<file path="config.mk">
export PLATFORM = sky130hd
export DESIGN_NAME = speck_ti_share_loader
export DESIGN_NICKNAME = d
export VERILOG_FILES = /design/src/rtl/speck_ti_share_loader.sv
export SDC_FILE = /design/constraint.sdc
export NUM_CORES = 2
export LEC_CHECK = 0
export CORE_AREA = 2 2 303 305
export DETAILED_ROUTE_END_ITERATION = 8
export DIE_AREA = 0 0 305 307
export HOLD_SLACK_MARGIN = 0.1
export MAX_ROUTING_LAYER = met4
export PLACE_DENSITY = 0.7
export SKIP_LAST_GASP = 1
export SYNTH_ARGS = -nofsm -noshare
export SYNTH_HDL_FRONTEND = slang
export SYNTH_SLANG_ARGS = --single-unit
</file>
<file path="constraint.sdc">
create_clock -name clk -period 2.6 [get_ports clk]
set_clock_uncertainty 0.15 [all_clocks]
set_input_delay 0.65 -clock clk [delete_from_list [all_inputs] [get_ports clk]]
set_output_delay 0.65 -clock clk [all_outputs]
set_load 0.005 [all_outputs]
</file>
<file path="src/rtl/speck_ti_share_loader.sv">
// -----------------------------------------------------------------------------
// speck_ti_share_loader
//
// Feeds the 3-share threshold-implementation bit-serial Speck128/128 core.
// One plaintext block and one key are accepted as three Boolean shares each.
// The transfer uses a valid/ready handshake. All six share words are then
// streamed LSB-first under `we`. After that, `Start` is held for a fixed run
// window and a one-cycle `done` pulse reports completion.
//
// The shares are kept in separate lanes for the whole path. No logic ever
// combines two shares of the same value.
//
// Ports
//   clk, rst_n                      clock, asynchronous active-low reset
//   in_valid / in_ready             capture handshake (capture while idle)
//   pt_a/b/c, key_a/b/c [WIDTH]     plaintext and key shares
//   cinit_a/b/c                     carry-init shares for the core's TI adder
//   data_ina/b/c, k_data_ina/b/c    serial share bits, valid while `we`=1
//   carry_init_a/b/c                captured carry-init shares (held)
//   we                              serial load strobe (WIDTH cycles)
//   Start                           core run enable (RUN_CYCLES cycles)
//   busy                            high while loading or running
//   done                            one-cycle pulse when the run window ends
// -----------------------------------------------------------------------------
module speck_ti_share_loader #(
   parameter int WIDTH      = 128,
   parameter int RUN_CYCLES = 3000
) (
   input  logic             clk,
   input  logic             rst_n,
   input  logic             in_valid,
   output logic             in_ready,
   input  logic [WIDTH-1:0] pt_a,
   input  logic [WIDTH-1:0] pt_b,
   input  logic [WIDTH-1:0] pt_c,
   input  logic [WIDTH-1:0] key_a,
   input  logic [WIDTH-1:0] key_b,
   input  logic [WIDTH-1:0] key_c,
   input  logic             cinit_a,
   input  logic             cinit_b,
   input  logic             cinit_c,
   output logic             data_ina,
   output logic             data_inb,
   output logic             data_inc,
   output logic             k_data_ina,
   output logic             k_data_inb,
   output logic             k_data_inc,
   output logic             carry_init_a,
   output logic             carry_init_b,
   output logic             carry_init_c,
   output logic             we,
   output logic             Start,
   output logic             busy,
   output logic             done
);

   localparam int             CW       = (WIDTH > 1) ? $clog2(WIDTH) : 1;
   localparam logic [CW-1:0]  BIT_LAST = CW'(WIDTH - 1);
   localparam logic [15:0]    RUN_LAST = 16'(RUN_CYCLES - 1);
   localparam int             NLANE    = 6;

   typedef enum logic [1:0] {S_IDLE, S_LOAD, S_RUN} state_t;

   state_t            state_q, state_d;
   // Lane order: 0..2 = plaintext shares a/b/c, 3..5 = key shares a/b/c.
   logic [WIDTH-1:0]  word_in [NLANE];
   logic [WIDTH-1:0]  sr_q    [NLANE];
   logic [WIDTH-1:0]  sr_d    [NLANE];
   logic [NLANE-1:0]  ser_q, ser_d;
   logic [2:0]        cin_q, cin_d;
   logic [CW-1:0]     bit_cnt_q, bit_cnt_d;
   logic [15:0]       run_cnt_q, run_cnt_d;
   logic              in_ready_q, in_ready_d;
   logic              we_q, we_d;
   logic              start_q, start_d;
   logic              busy_q, busy_d;
   logic              done_q, done_d;

   assign word_in[0] = pt_a;
   assign word_in[1] = pt_b;
   assign word_in[2] = pt_c;
   assign word_in[3] = key_a;
   assign word_in[4] = key_b;
   assign word_in[5] = key_c;

   always_comb begin
      state_d    = state_q;
      for (int i = 0; i < NLANE; i++) sr_d[i] = sr_q[i];
      ser_d      = '0;
      cin_d      = cin_q;
      bit_cnt_d  = bit_cnt_q;
      run_cnt_d  = run_cnt_q;
      in_ready_d = in_ready_q;
      we_d       = 1'b0;
      start_d    = 1'b0;
      busy_d     = busy_q;
      done_d     = 1'b0;

      case (state_q)
         S_IDLE: begin
            in_ready_d = 1'b1;
            busy_d     = 1'b0;
            if (in_valid) begin
               // Bit 0 goes straight to the output flop. The remainder is
               // parked in the shift register, so bit i leaves in load cycle i.
               for (int i = 0; i < NLANE; i++) begin
                  ser_d[i] = word_in[i][0];
                  sr_d[i]  = word_in[i] >> 1;
               end
               cin_d      = {cinit_c, cinit_b, cinit_a};
               bit_cnt_d  = '0;
               in_ready_d = 1'b0;
               busy_d     = 1'b1;
               we_d       = 1'b1;
               state_d    = S_LOAD;
            end
         end
         S_LOAD: begin
            if (bit_cnt_q == BIT_LAST) begin
               start_d   = 1'b1;
               run_cnt_d = '0;
               state_d   = S_RUN;
            end else begin
               we_d = 1'b1;
               for (int i = 0; i < NLANE; i++) begin
                  ser_d[i] = sr_q[i][0];
                  sr_d[i]  = sr_q[i] >> 1;
               end
               bit_cnt_d = bit_cnt_q + 1'b1;
            end
         end
         S_RUN: begin
            if (run_cnt_q == RUN_LAST) begin
               done_d     = 1'b1;
               busy_d     = 1'b0;
               in_ready_d = 1'b1;
               state_d    = S_IDLE;
            end else begin
               start_d   = 1'b1;
               run_cnt_d = run_cnt_q + 16'd1;
            end
         end
         default: state_d = S_IDLE;
      endcase
   end

   always_ff @(posedge clk or negedge rst_n) begin
      if (!rst_n) begin
         state_q    <= S_IDLE;
         for (int i = 0; i < NLANE; i++) sr_q[i] <= '0;
         ser_q      <= '0;
         cin_q      <= '0;
         bit_cnt_q  <= '0;
         run_cnt_q  <= '0;
         in_ready_q <= 1'b1;
         we_q       <= 1'b0;
         start_q    <= 1'b0;
         busy_q     <= 1'b0;
         done_q     <= 1'b0;
      end else begin
         state_q    <= state_d;
         for (int i = 0; i < NLANE; i++) sr_q[i] <= sr_d[i];
         ser_q      <= ser_d;
         cin_q      <= cin_d;
         bit_cnt_q  <= bit_cnt_d;
         run_cnt_q  <= run_cnt_d;
         in_ready_q <= in_ready_d;
         we_q       <= we_d;
         start_q    <= start_d;
         busy_q     <= busy_d;
         done_q     <= done_d;
      end
   end

   assign in_ready     = in_ready_q;
   assign we           = we_q;
   assign Start        = start_q;
   assign busy         = busy_q;
   assign done         = done_q;
   assign data_ina     = ser_q[0];
   assign data_inb     = ser_q[1];
   assign data_inc     = ser_q[2];
   assign k_data_ina   = ser_q[3];
   assign k_data_inb   = ser_q[4];
   assign k_data_inc   = ser_q[5];
   assign carry_init_a = cin_q[0];
   assign carry_init_b = cin_q[1];
   assign carry_init_c = cin_q[2];

endmodule

</file>
==> flow_metrics.env <==
export IMPL_status="completed"
export IMPL_gr_usage_all_layers_pct=22.1
export IMPL_final_util_pct=54.3
export IMPL_worst_path_largest_cell_delay_ns=0.41
export IMPL_hold_viol_final=0
export IMPL_power_density_nw_per_um2=578
export IMPL_async_flop_share_pct=100
export IMPL_yosys_cell_count_top_type="dfrtp_1"
export IMPL_fin_crit_ns=2.47
export IMPL_endpoint_kind="register"
export IMPL_path_class="reg2reg"
export IMPL_instances_no_fill=5557
export IMPL_wl_per_cell_um=18.5
export IMPL_crit_path_cell_trace="inv_1, ha_1, nor2b_1, a311o_2, buf_12, buf_16, nand2_1, o21ai_1"
export IMPL_seq_area_frac_synth_pct=54.3
export IMPL_initial_core_util_pct=40.7
export IMPL_yosys_top_cells_area="dfrtp_1, mux2i_1, nand2_1"
export IMPL_dieArea_um2=93600
export IMPL_reg2reg_depth=8
export IMPL_p_sw_mw=6.52
export IMPL_tightest_slew_ns=0.665
export IMPL_whs_path_depth=2
export IMPL_grt_overflow=0
export IMPL_drt_total_wl_um=103000
export IMPL_grt_pass1_wl_um=159000
export IMPL_regToRegStartpoint="state_q[0]$_DFFE_PN0P_"
export IMPL_dpl_instance_area_um2=46200
export IMPL_drtAntennaViolNets=0
export IMPL_hold_path_class="reg2reg"
export IMPL_holdWs_ns=0.323
export IMPL_drv_slew=0
export IMPL_fmax_mhz=405
export IMPL_drt_pass1_iter_count=5
export IMPL_final_net_count=5034
export IMPL_synth_area_um2=36900
export IMPL_first_iter_violations=2154
export IMPL_p_leak_nw=20.3
export IMPL_startpoint="state_q[0]$_DFFE_PN0P_"
export IMPL_synth_cell_types=52
export IMPL_postCtsSetupRepairBufs=0
export IMPL_vias=27954
export IMPL_crit_fanout=140
export IMPL_place_ws_ns=-0.0345
export IMPL_synth_avg_cell_area_um2=10.4
export IMPL_min_to="sr_q[126]$_DFFE_PN0P_"
export IMPL_routed_via_density=5.03
export IMPL_fillCellCount=7959
export IMPL_synth_flop_cell="dfrtp_1"
export IMPL_placed_cells=5350
export IMPL_htreeDepth=3
export IMPL_setup_violations=0
export IMPL_combPwrFrac_pct=8.6
export IMPL_switching_share_pct=22.9
export IMPL_final_area_um2=49200
export IMPL_yosys_area_top_type="dfrtp_1"
export IMPL_start_kind="register"
export IMPL_crit_arrival_ns=2.82
export IMPL_gp_congestion=0.867
export IMPL_rrSetupSlack_ns=0.13
export IMPL_postSynthCellCount=3555
export IMPL_drc=0
export IMPL_die_w_um=305
export IMPL_cts_buffers=88
export IMPL_clk_pin_slew_ns=0.06
export IMPL_antenna_found_initial=47
export IMPL_drive_gt1_share_pct=5.60
export IMPL_cts_root_buf="clkbuf_16"
export IMPL_multiInputGateArea_um2=15500
export IMPL_cp_required_ns=2.94
export IMPL_synthToLayoutAreaGrowth_pct=33.5
export IMPL_internal_power_mw=21.9
export IMPL_fp_dieH_um=307
export IMPL_finalSetupTns_ns=0
export IMPL_grt_start_max_net_pins=141
export IMPL_cts_tree="built"
export IMPL_insertion_delay_ns=0.64
export IMPL_p_seq_share_pct=47.1
export IMPL_syn_nets=4334
export IMPL_p_clk_share_pct=44.3
export IMPL_rsz0062_at_grt="no"
export IMPL_synth_top_area_share_pct=54.3
export IMPL_power_total_mw=28.5
export IMPL_min_from="sr_q[126]$_DFFE_PN0P_"
export IMPL_timing_rr_end="sr_q[417]$_DFFE_PN0P_"
export IMPL_synth_enable_flop_cells=0
export IMPL_regArea_um2=20000
export IMPL_rows=111
export IMPL_clk_path_buf_depth=3
export IMPL_numClockSinks=801
export IMPL_cap_violations=0
export IMPL_finalWorstSetupSlack_ns=0.128
export IMPL_ys_ff_latch=801
export IMPL_timing_final_crit_share_pct=95.1
export IMPL_crit_slowest_cell="dfrtp_1"
export IMPL_top_level_ports=788
export IMPL_port_buffers=787
export IMPL_grt_pass1_vias=28106
export IMPL_yosys_warnings=0
export IMPL_core_um2=90700
export IMPL_ir_drop_mv=0.442
export IMPL_synthTopCellsByCount="dfrtp_1, nand2_1, mux2i_1"
export IMPL_hpwlAfterDp_um=74500
export IMPL_max_slew_margin_pct=55.4
[worst max-delay path by stage]
| stage | cells past startpoint | slack [ns] | endpoint |
|---|---|---|---|
| global route | 8 | 0.004 | sr_q[410]$_DFFE_PN0P_ |
| global placement | 7 | 0.02 | sr_q[415]$_DFFE_PN0P_ |
| floorplan | 12 | 0.35 | sr_q[584]$_DFFE_PN0P_ |
| CTS | 1 | 0.0002 | in_ready |
| detailed placement | 6 | -0.03 | sr_q[256]$_DFFE_PN0P_ |
| finish | 8 | 0.13 | sr_q[417]$_DFFE_PN0P_ |
[logic make-up after synthesis]
kind of cell,count (synthesis),synth area share [%]
AO/OA/AOI/OAI,840,11.9
adder cells (fa/ha/maj),5,0.170
buffers and inverters,279,3.74
flip-flops,801,54.3
multiplexers,756,20.5
AND/OR/NAND/NOR,874,9.38
[layout make-up]
type	instances	share of cell area, %
Multi-Input combinational cell	2475	31.5
Clock inverter	39	0.904
Inverter	7	0.0534
Antenna cell	47	0.239
Timing Repair Buffer	882	18.6
Clock buffer	120	5.00
Sequential cell	801	40.7
Tap cell	1186	3.01
[power by group through the flow]
stage | sequential [mW] | clock (mW) | combinational, mW
after detailed placement | 13.6 | 0 | 2.47
after global placement | 13.6 | 0 | 2.42
after floorplan | 13.5 | 0 | 0.720
after global routing | 13.5 | 13.4 | 2.72
after CTS | 13.4 | 12.9 | 2.48
final | 13.4 | 12.6 | 2.44
[placed cells by master, fill, tap and decap left out, types with 4 or more instances in the layout]
cell type	count
and3_1	8
and4_1	5
ha_1	4
buf_12	44
a31oi_1	7
a211o_1	4
dfrtp_1	800
mux2i_1	756
inv_1	5
bufinv_16	7
clkdlybuf4s50_1	785
nand2_1	794
o21ai_1	295
clkinv_2	21
buf_4	49
nand3_1	26
o211ai_1	4
diode_2	47
a22o_1	6
nand4_1	7
clkbuf_8	12
clkbuf_16	89
clkbuf_1	19
nor2_1	14
a21oi_1	12
o21ai_0	481
[critical path: cells and delay by family (launching register included)]
| family | cells | cell delay [ns] |
|---|---|---|
| compound gates | 2 | 0.48 |
| flops | 1 | 0.41 |
| buf+inv | 3 | 0.54 |
| simple gates | 2 | 0.34 |
| fa+ha+maj | 1 | 0.30 |
[flip-flops by register name (all words and copies together), names as in the netlist]
register / cells
sr_q: 762
run_cnt_q: 16
bit_cnt_q: 7
ser_q: 6
cin_q: 3
state_q: 2
Start: 1
busy: 1
done: 1
in_ready: 1
we: 1
[what timing repair did]
| item | in CTS | in global routing |
|---|---|---|
| hold buffers | 1 | 0 |
| hold endpoints to repair | 18 | 0 |
| gates resized for setup | 0 | 2 |
| endpoints found under the setup margin | 0 | 21 |
[per-layer routing]
layer | global-route usage, % | part of all wire (%) | wire length, um
met5 | - | 0 | 0
met1 | 27.4 | 43 | 43800
met2 | 35.1 | 49 | 50200
met3 | 4.88 | 5.6 | 5780
met4 | 9.48 | 3.1 | 3190
Note: power is estimated with default switching activity, not from simulation.
